File: src/rtl/rs_pkg.sv
// Shared constants, state encoding and GF(2^8) helper for the RS(255,239) encoder sequencer.
package rs_pkg;

  localparam int K    = 239;
  localparam int NPAR = 16;
  localparam int W    = 8;
  localparam int FCW  = 16;
  localparam int CW   = $clog2(K + 1);
  localparam int PCW  = $clog2(NPAR);

  localparam logic [8:0] GF_POLY = 9'h11D;

  typedef enum logic [1:0] {
    IDLE = 2'd0,
    MSG  = 2'd1,
    PAR  = 2'd2
  } state_e;

  // GF(2^8) multiply, reduction by GF_POLY; shared with the multiplier bank models.
  function automatic logic [W-1:0] gf_mul(input logic [W-1:0] a, input logic [W-1:0] b);
    logic [W-1:0] p;
    logic [W-1:0] x;
    p = {W{1'b0}};
    x = a;
    for (int i = 0; i < W; i++) begin
      if (b[i]) p = p ^ x;
      else      p = p;
      x = x[W-1] ? ({x[W-2:0], 1'b0} ^ GF_POLY[W-1:0]) : {x[W-2:0], 1'b0};
    end
    return p;
  endfunction

endpackage

File: src/rtl/rs_enc_sequencer_out_stage.sv
// rs_out_stage: single registered valid/ready output slot carrying a symbol plus sop/eop sideband.
module rs_out_stage
  import rs_pkg::*;
(
  input  logic         clk,
  input  logic         rst,
  input  logic         load_i,
  input  logic [W-1:0] data_i,
  input  logic         sop_i,
  input  logic         eop_i,
  input  logic         out_ready_i,
  output logic         free_o,
  output logic         out_valid_o,
  output logic [W-1:0] out_data_o,
  output logic         out_sop_o,
  output logic         out_eop_o
);

  logic         valid_q, valid_d;
  logic [W-1:0] data_q, data_d;
  logic         sop_q, sop_d;
  logic         eop_q, eop_d;

  assign free_o = !valid_q || out_ready_i;

  // Slot next-state: load wins, otherwise a consumed slot empties; data is kept after drain.
  always_comb begin
    valid_d = valid_q;
    data_d  = data_q;
    sop_d   = sop_q;
    eop_d   = eop_q;
    if (load_i) begin
      valid_d = 1'b1;
      data_d  = data_i;
      sop_d   = sop_i;
      eop_d   = eop_i;
    end else if (out_ready_i) begin
      valid_d = 1'b0;
      sop_d   = 1'b0;
      eop_d   = 1'b0;
    end else begin
      valid_d = valid_q;
    end
  end

  // Slot registers.
  always_ff @(posedge clk) begin
    if (!rst) begin
      valid_q <= 1'b0;
      data_q  <= {W{1'b0}};
      sop_q   <= 1'b0;
      eop_q   <= 1'b0;
    end else begin
      valid_q <= valid_d;
      data_q  <= data_d;
      sop_q   <= sop_d;
      eop_q   <= eop_d;
    end
  end

  assign out_valid_o = valid_q;
  assign out_data_o  = data_q;
  assign out_sop_o   = sop_q;
  assign out_eop_o   = eop_q;

endmodule

File: src/rtl/rs_enc_sequencer.sv
// RS(255,239) frame sequencer: message pass-through, LFSR feedback control, parity drain from r_15.
// Optional RS_SHORTEN_EN adds in_last_i to end the message early (shortened code).
module rs_enc_sequencer
  import rs_pkg::*;
(
  input  logic           clk,
  input  logic           rst,
  input  logic           in_valid_i,
  input  logic [W-1:0]   in_data_i,
  input  logic           in_sop_i,
`ifdef RS_SHORTEN_EN
  input  logic           in_last_i,
`endif
  output logic           in_ready_o,
  input  logic [W-1:0]   r_15_i,
  output logic [W-1:0]   fb_sym_o,
  output logic           fb_en_o,
  output logic           sh_en_o,
  output logic           lfsr_clr_o,
  output logic           out_valid_o,
  output logic [W-1:0]   out_data_o,
  output logic           out_sop_o,
  output logic           out_eop_o,
  input  logic           out_ready_i,
  output logic [FCW-1:0] frames_done_o,
  output logic           err_sop_o
);

  state_e         state_q, state_d;
  logic [CW-1:0]  sym_cnt_q, sym_cnt_d;
  logic [PCW-1:0] par_cnt_q, par_cnt_d;
  logic [FCW-1:0] frames_q, frames_d;
  logic           err_q, err_d;

  logic           free_s, in_ready_s, accept_s, take_s, drain_s, eop_s, load_s;
  logic           last_in_s, last_s;
  logic [W-1:0]   load_data_s;

`ifdef RS_SHORTEN_EN
  assign last_in_s = in_last_i;
`else
  assign last_in_s = 1'b0;
`endif

  assign last_s = (sym_cnt_q == CW'(K - 1)) || last_in_s;

  // State register.
  always_ff @(posedge clk) begin
    if (!rst) begin
      state_q   <= IDLE;
      sym_cnt_q <= {CW{1'b0}};
      par_cnt_q <= {PCW{1'b0}};
      frames_q  <= {FCW{1'b0}};
      err_q     <= 1'b0;
    end else begin
      state_q   <= state_d;
      sym_cnt_q <= sym_cnt_d;
      par_cnt_q <= par_cnt_d;
      frames_q  <= frames_d;
      err_q     <= err_d;
    end
  end

  // Next-state and counters.
  always_comb begin
    state_d   = state_q;
    sym_cnt_d = sym_cnt_q;
    par_cnt_d = par_cnt_q;
    frames_d  = frames_q;
    err_d     = err_q;
    case (state_q)
      IDLE: begin
        if (take_s) begin
          sym_cnt_d = CW'(1);
          par_cnt_d = {PCW{1'b0}};
          state_d   = last_in_s ? PAR : MSG;
        end else if (accept_s) begin
          err_d = 1'b1;
        end else begin
          state_d = IDLE;
        end
      end
      MSG: begin
        if (accept_s) begin
          sym_cnt_d = sym_cnt_q + CW'(1);
          err_d     = err_q | in_sop_i;
          if (last_s) begin
            state_d   = PAR;
            par_cnt_d = {PCW{1'b0}};
          end else begin
            state_d = MSG;
          end
        end else begin
          state_d = MSG;
        end
      end
      PAR: begin
        if (drain_s) begin
          par_cnt_d = par_cnt_q + PCW'(1);
          if (eop_s) begin
            state_d   = IDLE;
            sym_cnt_d = {CW{1'b0}};
            frames_d  = frames_q + FCW'(1);
          end else begin
            state_d = PAR;
          end
        end else begin
          state_d = PAR;
        end
      end
      default: state_d = IDLE;
    endcase
  end

  // Handshake strobes and LFSR controls; a sop-less symbol in IDLE is dropped and never feeds the LFSR.
  always_comb begin
    in_ready_s  = rst && free_s && (state_q != PAR);
    accept_s    = in_valid_i && in_ready_s;
    take_s      = accept_s && ((state_q == MSG) || in_sop_i);
    drain_s     = rst && free_s && (state_q == PAR);
    eop_s       = drain_s && (par_cnt_q == PCW'(NPAR - 1));
    load_s      = take_s || drain_s;
    load_data_s = drain_s ? r_15_i : in_data_i;
    fb_en_o     = take_s;
    sh_en_o     = drain_s;
    fb_sym_o    = take_s ? (in_data_i ^ r_15_i) : {W{1'b0}};
  end

  rs_out_stage u_out (
    .clk         (clk),
    .rst         (rst),
    .load_i      (load_s),
    .data_i      (load_data_s),
    .sop_i       (state_q == IDLE),
    .eop_i       (eop_s),
    .out_ready_i (out_ready_i),
    .free_o      (free_s),
    .out_valid_o (out_valid_o),
    .out_data_o  (out_data_o),
    .out_sop_o   (out_sop_o),
    .out_eop_o   (out_eop_o)
  );

  assign in_ready_o    = in_ready_s;
  assign lfsr_clr_o    = !rst;
  assign frames_done_o = frames_q;
  assign err_sop_o     = err_q;

endmodule

File: config.mk
export PLATFORM = sky130hd
export DESIGN_NAME = rs_enc_sequencer
export DESIGN_NICKNAME = d
export VERILOG_FILES = /design/src/rtl/rs_pkg.sv /design/src/rtl/rs_enc_sequencer_out_stage.sv /design/src/rtl/rs_enc_sequencer.sv
export SDC_FILE = /design/constraint.sdc
export NUM_CORES = 1
export LEC_CHECK = 0
export ABC_CLOCK_PERIOD_IN_PS = 2500
export CAP_MARGIN = 20
export CORE_ASPECT_RATIO = 1.1
export CORE_MARGIN = 3
export CORE_UTILIZATION = 45
export DETAILED_ROUTE_END_ITERATION = 6
export PLACE_DENSITY = 0.81
export RECOVER_POWER = 100
export SYNTH_ARGS = -nofsm -noshare
export SYNTH_HDL_FRONTEND = slang
export SYNTH_SLANG_ARGS = --single-unit
File: constraint.sdc
create_clock -name clk -period 2.5 [get_ports clk]
set_clock_uncertainty 0.1 [all_clocks]
set_input_delay 0.5 -clock clk [delete_from_list [all_inputs] [get_ports clk]]
set_output_delay 0.5 -clock clk [all_outputs]
set_load 0.02 [all_outputs]
=== Yosys cells after proc, flatten, opt, wreduce, memory -nomap -nowiden ===
Cells that the tools add are included.

* Input port bits: 21
* Output and inout bits: 40
* Word-level logic and storage cells: 73
* Bits in latches: 0
* RAM bits: 0
* Register bits after elaboration: 42
* Memories kept: 0
* ROM bits: 0

* Multiply operators: 0
* Divide/modulo/power cells: 0
* Shift operators: 0
* Reduce and logical (&&, ||, !) cells: 19
* Order comparisons: 0
* Equal/unequal tests: 13
* $add $sub $neg: 3
* Bitwise operators: 2
* Multiplexer cells: 27

{| class="wikitable"
|+ Operator list
! kind !! number
|-
| two-way mux 8 bit || 6
|-
| one-hot mux 8 bit (3 select lines) || 1
|-
| adder 16 x 1 -> 16 bit, second input constant || 1
|-
| two-way mux 4 bit || 4
|-
| != test 2 bit, second input constant || 7
|-
| two-way mux 2 bit || 6
|-
| one-hot mux 4 bit (3 select lines) || 1
|-
| AND reduction 5 bit || 2
|-
| adder 8 x 1 -> 8 bit, second input constant || 1
|-
| == test 8 bit, second input constant || 1
|-
| bitwise XOR 8 bit || 1
|-
| two-way mux 1 bit || 7
|-
| logical AND 1 bit || 6
|-
| one-hot mux 2 bit (3 select lines) || 1
|-
| adder 4 x 1 -> 4 bit, second input constant || 1
|-
| == test 4 bit, second input constant || 1
|-
| AND reduction 4 bit || 1
|-
| nonzero test 2 bit || 2
|-
| logical OR 1 bit || 3
|-
| != test 3 bit, second input constant || 1
|-
| AND reduction 3 bit || 1
|-
| nonzero test 3 bit || 1
|-
| == test 2 x 1 -> 1 bit, second input constant || 1
|-
| == test 2 bit, second input constant || 1
|-
| other kinds (5) || 6
|}

=== Longest topological paths before layout ===
* Depth after elaboration: 8
* Depth in mapped cells: 8
* Depth with buffers taken out: 7

=== By module ===
A second synthesis with hierarchy kept.

* Cells, all modules: 276
* Area, all modules: 2,406.1 um^2

{| class="wikitable"
|+ Modules (own cells, without submodules)
! module !! area an instance (um^2) !! sequential area each (um^2) !! instances !! cells an instance
|-
| rs_enc_sequencer || 1,980.6 || 620.6 || 1 || 240
|-
| rs_out_stage || 425.4 || 220.2 || 1 || 36
|}

=== Worst setup path before layout ===
OpenSTA, ideal clock, no wires.

* Path type: flip-flop to output port
* From: register state_q[0]
* To: output port fb_sym_o[0]
* Stages on the path, launching flop included: 8
* Arrival time: 1,710 ps
* Slack: 190 ps
* Buffers on the path: 2
* Required time: 1,900 ps
* Path through: dfxtp_1 -> inv_1 -> ha_1 -> nor2b_4 -> nand4b_4 -> clkbuf_1 -> buf_1 -> nor2_1

* Cells in the longest elaborated chain, start to end: 5
* Elaborated cells between the ends (all ways): 7
* Classes of those cells: eq/ne (2); mux (1); reduce/logical (4)

{| class="wikitable"
|+ RTL lines
! item !! RTL line !! RTL
|-
| start: declaration || rs_enc_sequencer.sv:29 || <nowiki>state_e state_q, state_d;</nowiki>
|-
| start signal: assignment || rs_enc_sequencer.sv:56 || <nowiki>state_q <= state_d;</nowiki>
|-
| != test 2 bit || rs_enc_sequencer.sv:117 || <nowiki>in_ready_s = rst && free_s && (state_q != PAR);</nowiki>
|-
| logical AND 1 bit || rs_enc_sequencer.sv:117 ||
|-
| logical AND 1 bit || rs_enc_sequencer.sv:118 || <nowiki>accept_s = in_valid_i && in_ready_s;</nowiki>
|-
| logical AND 1 bit (*) || rs_enc_sequencer.sv:119 || <nowiki>take_s = accept_s && ((state_q == MSG) || in_sop_i);</nowiki>
|-
| two-way mux 8 bit (*) || rs_enc_sequencer.sv:126 || <nowiki>fb_sym_o = take_s ? (in_data_i ^ r_15_i) : {W{1'b0}};</nowiki>
|-
| end: declaration || rs_enc_sequencer.sv:16 || <nowiki>output logic [W-1:0] fb_sym_o,</nowiki>
|}

Every way passes the cells marked *; elsewhere a longest branch is shown, timed or not.

=== Worst setup path in the final report ===
* From: input port out_ready_i
* To: register sym_cnt_q[1]

* Cells in the longest elaborated chain, start to end: 7
* Elaborated cells between the ends (all ways): 12
* Classes of those cells: eq/ne (4); reduce/logical (8)

{| class="wikitable"
|+ RTL lines
! item !! RTL line !! RTL
|-
| start: declaration || rs_enc_sequencer.sv:24 || <nowiki>input logic out_ready_i,</nowiki>
|-
| logical OR 1 bit (*) || rs_enc_sequencer_out_stage.sv:24 || <nowiki>assign free_o = !valid_q || out_ready_i;</nowiki>
|-
| logical AND 1 bit (*) || rs_enc_sequencer.sv:117, rs_enc_sequencer.sv:120 ||
|-
| logical AND 1 bit || rs_enc_sequencer.sv:117 ||
|-
| logical AND 1 bit || rs_enc_sequencer.sv:118 ||
|-
| logical AND 1 bit || rs_enc_sequencer.sv:119 ||
|-
| != test 2 bit (no line) || - ||
|-
| AND reduction 5 bit (no line) (*) || - ||
|-
| end signal: assignment || rs_enc_sequencer.sv:51 || <nowiki>sym_cnt_q <= {CW{1'b0}};</nowiki>
|-
| end signal: assignment || rs_enc_sequencer.sv:57 || <nowiki>sym_cnt_q <= sym_cnt_d;</nowiki>
|-
| end: declaration || rs_enc_sequencer.sv:30 || <nowiki>logic [CW-1:0] sym_cnt_q, sym_cnt_d;</nowiki>
|}

Marked as above.
A chain may end at the register's enable or synchronous reset.

==> flow_summary.rst <==
.. list-table::
   :header-rows: 1

   * - Metric
     - Value
   * - Average via count per standard cell
     - between 5 and 6
   * - Avg WL per Cell
     - between 10 and 15 um
   * - Cts bufs inserted
     - 5
   * - Fraction of layout instances using a drive strength above 1
     - between 10% and 20%
   * - Fraction of power consumed by combinational cells
     - 14.6%
   * - CP Data Required Time
     - between 2000 and 3000 ps
   * - Commonest register cell after synthesis
     - sky130_fd_sc_hd__dfxtp_1
   * - Main combinational cell family by area after synthesis
     - simple AND/OR/NAND/NOR gates
   * - Sequential group share of total power
     - between 50% and 60%
   * - TritonCTS clock tree
     - built
   * - Number of ports placed on the die boundary
     - a little over 60
   * - Number of max-capacitance violations reported
     - 0
   * - RePlAce Congestion
     - ~0.77
   * - Total vias in the final route
     - about 2200
   * - Worst setup margin
     - a little under 60 ps
   * - Power per Cell Area
     - 425.6 mW/mm^2
   * - Period minus WS final
     - around 2400 ps
   * - Relative slew margins
     - 68.24%
   * - Worst Hold Launch
     - err_sop_o$_SDFFE_PN0P_
   * - Synth area leader
     - sky130_fd_sc_hd__dfxtp_1
   * - Area growth from synthesis to final layout
     - 41.41%
   * - CP max FO
     - 5
   * - Critical Path Start
     - out_ready_i
   * - Maximum clock insertion buffer count
     - 2
   * - Horizontal extent of the die
     - between 70 and 80 um
   * - Adder and majority gate portion of the synthesized area
     - about 4.5%
   * - Number of hold buffers added after CTS
     - 0
   * - CORE AREA
     - approximately 0.0047 mm^2
   * - Buffer cell driving the clock tree root
     - sky130_fd_sc_hd__clkbuf_8
   * - Die outline height
     - approximately 80 um
   * - Count of unique library cells instantiated by Yosys
     - 47
   * - HPWL after detailed placement
     - approximately 4000 um
   * - Number of DRC violations after detailed routing
     - 0
   * - Number of antenna violations at the first check in global routing
     - 0
   * - Global router's overall resource usage
     - roughly a fifth
   * - Maximum number of pins on one net before global-route repair
     - 37
   * - Clk network pwr share
     - between 30% and 40%
   * - Class of the worst hold path
     - reg2reg
   * - Number of global-route vias before repair
     - between 2000 and 2500
   * - Filler instances
     - between 300 and 400
   * - Cells after Synth
     - 278
   * - RSZ-0062 raised after global routing
     - no
   * - Startpoint Class
     - primary input
   * - First-pass GRT wire length
     - roughly 9500 um
   * - Number of nets in the layout
     - a little under 400
   * - Status
     - completed
   * - Number of hold violations in the final report
     - 0
   * - FP Rows
     - 26
   * - Routed wire length
     - between 5000 and 6000 um
   * - Share of synthesized area occupied by flip-flops and latches
     - 37.60%
   * - VDD IR max
     - ~240 uV
   * - Fraction of the mapped netlist area in simple logic gates
     - roughly 30%
   * - Htree depth
     - 2
   * - Commonest cells after routing, fill and taps aside
     - sky130_fd_sc_hd__dfxtp_1 (41), sky130_fd_sc_hd__nor2_1 (40), sky130_fd_sc_hd__nand2_1 (33)
   * - Number of detailed-routing iterations run before antenna repair
     - 4
   * - Post-synthesis instance area
     - approximately 0.0022 mm^2
   * - Highest Clock Rate
     - approximately 410 MHz
   * - Number of antenna cells inserted
     - 0
   * - Count of clock tree sinks
     - 42
   * - Element type at the critical path end
     - flop
   * - Top post-synthesis cells by area
     - sky130_fd_sc_hd__dfxtp_1 (38%), sky130_fd_sc_hd__xnor2_1 (7.4%), sky130_fd_sc_hd__nor2_1 (6.7%)
   * - Critical Setup Path Class
     - in2reg
   * - Data arrival at the endpoint of the critical path
     - 2570 ps
   * - Clk Latency, worst-skew pair
     - 300 ps
   * - Fraction of power spent switching nets
     - approximately 26%
   * - Mux contribution to synthesized area
     - less than 1%
   * - Proportion of register bits with asynchronous set or reset after synthesis
     - 0%
   * - Area share of the largest cell type after synthesis
     - around 38%
   * - Final cycle utilization of the critical path
     - a little over nine tenths
   * - Reg2reg start
     - state_q[0]$_SDFFE_PN0P_
   * - Commonest non-fill, non-tap cell in the layout
     - sky130_fd_sc_hd__dfxtp_1
   * - Reg clk slew, reported paths
     - 80 ps
   * - Number of enable-type register cells in the synthesized netlist
     - 0
   * - Post-synthesis area per instance
     - between 8 and 9 um^2
   * - Total nets after synthesis
     - roughly 310
   * - Initial core utilization
     - 47.40%
   * - Slew Viols, Final
     - 0
   * - Parity-gate share of the synthesized area counting xor and xnor cells
     - under 10%
   * - Pin slew with the least headroom to its limit
     - about 480 ps
   * - Post-route setup TNS
     - 0 ps
   * - Total leakage power
     - approximately 1.2 nW
   * - Syn. warnings
     - 0
   * - Count of final setup violators
     - 0
   * - First-iteration detailed-routing DRC count
     - around 100
   * - Total internal power
     - between 0.9 and 1 mW
   * - Total Die Area
     - 0.005852 mm^2
   * - Yosys reg bits
     - 42
   * - Count of antenna-violating nets left after detailed routing
     - 0
   * - Total net switching power
     - approximately 0.35 mW
   * - Worst-case setup slack after placement
     - -368.2 ps
   * - Port Buffers
     - 60
   * - Complex-gate fraction of the synthesized area
     - 14.72%
   * - GRT overflow
     - 0
-- synth_stat cells, types with 4 or more instances --
| library cell | instances |
|---|---|
| sky130_fd_sc_hd__nor3_1 | 6 |
| sky130_fd_sc_hd__a31oi_1 | 4 |
| sky130_fd_sc_hd__ha_1 | 8 |
| sky130_fd_sc_hd__nor2_1 | 40 |
| sky130_fd_sc_hd__and3_1 | 4 |
| sky130_fd_sc_hd__clkbuf_1 | 5 |
| sky130_fd_sc_hd__nand2_1 | 33 |
| sky130_fd_sc_hd__dfxtp_1 | 42 |
| sky130_fd_sc_hd__xnor2_1 | 19 |
| sky130_fd_sc_hd__nand3_1 | 11 |
| sky130_fd_sc_hd__or3_1 | 8 |
| sky130_fd_sc_hd__inv_1 | 12 |
| sky130_fd_sc_hd__a311oi_1 | 8 |
| sky130_fd_sc_hd__a21oi_1 | 14 |
| sky130_fd_sc_hd__nor4_1 | 9 |
| sky130_fd_sc_hd__o21ai_0 | 12 |
-- worst max-delay path, stage by stage --
cell	delay, ps
sky130_fd_sc_hd__clkdlybuf4s50_1	510
sky130_fd_sc_hd__nand2b_4	160
sky130_fd_sc_hd__nand4b_4	120
sky130_fd_sc_hd__clkbuf_1	150
sky130_fd_sc_hd__buf_4	150
sky130_fd_sc_hd__buf_4	150
sky130_fd_sc_hd__a221o_1	340
sky130_fd_sc_hd__or3_1	350
sky130_fd_sc_hd__a21oi_1	140
-- cell type report --
| type | count | area, um^2 | area share, % |
|---|---|---|---|
| clock buffers | 6 | 82.58 | 2.612 |
| clock inverters | 2 | 12.51 | 0.3957 |
| inverters | 14 | 52.55 | 1.662 |
| multi-input cells | 210 | 1294 | 40.92 |
| flip-flops and latches | 42 | 842.1 | 26.63 |
| well taps | 56 | 70.07 | 2.216 |
| repair buffers | 89 | 808.3 | 25.56 |
-- flip-flops by register name, indices dropped and copies added (netlist names) --
register           cells
state_q                2
err_sop_o              1
par_cnt_q              4
u_out.out_eop_o        1
u_out.out_data_o       8
frames_done_o         16
sym_cnt_q              8
u_out.out_valid_o      1
u_out.out_sop_o        1
-- kinds of logic after synthesis --
logic type	after synthesis
buf+inv	26
xor+xnor	20
flops	42
compound gates	50
mux	2
simple gates	130
fa+ha+maj	8
-- metrics by stage --
step	instances	hold slack (ps)	cell area (um^2)	util, %	power (mW)
2_1_floorplan	278	333.9	2236	-	0.7937
3_3_place_gp	408	349.7	3045	64.56	0.8957
3_5_place_dp	408	360.9	3045	64.56	0.8979
4_1_cts	419	371.4	3191	67.64	1.361
5_1_grt	419	402.2	3162	67.03	1.400
6_report	419	366.5	3162	67.03	1.346
-- routing by layer --
layer / GRT usage [%] / routed length, um
met1: 22.88 / 2353
met5: 0 / 0
met4: 5.351 / 74
met3: 6.171 / 354
met2: 35.60 / 2792
-- timing repair --
action	in CTS	in global routing
endpoints found under the setup margin	11	13
pin swaps	1	0
gates resized for setup	29	4
setup buffers	3	0
-- path summary, 6_finish.rpt --
kind / endpoint / slack (ps) / cells after the start
max: sym_cnt_q[1]$_SDFFE_PN0P_ / 60 / 9
max reg2reg: sym_cnt_q[1]$_SDFFE_PN0P_ / 100 / 10
min reg2reg: err_sop_o$_SDFFE_PN0P_ / 370 / 2
min: err_sop_o$_SDFFE_PN0P_ / 370 / 2
-- power groups by stage --
stage	clock [mW]	combinational (mW)	sequential (mW)
floorplan	0	0.0850	0.709
global placement	0	0.195	0.700
detailed placement	0	0.197	0.701
CTS	0.472	0.203	0.686
global route	0.500	0.213	0.687
finish	0.464	0.196	0.685
Power figures use the tool's default switching activity.
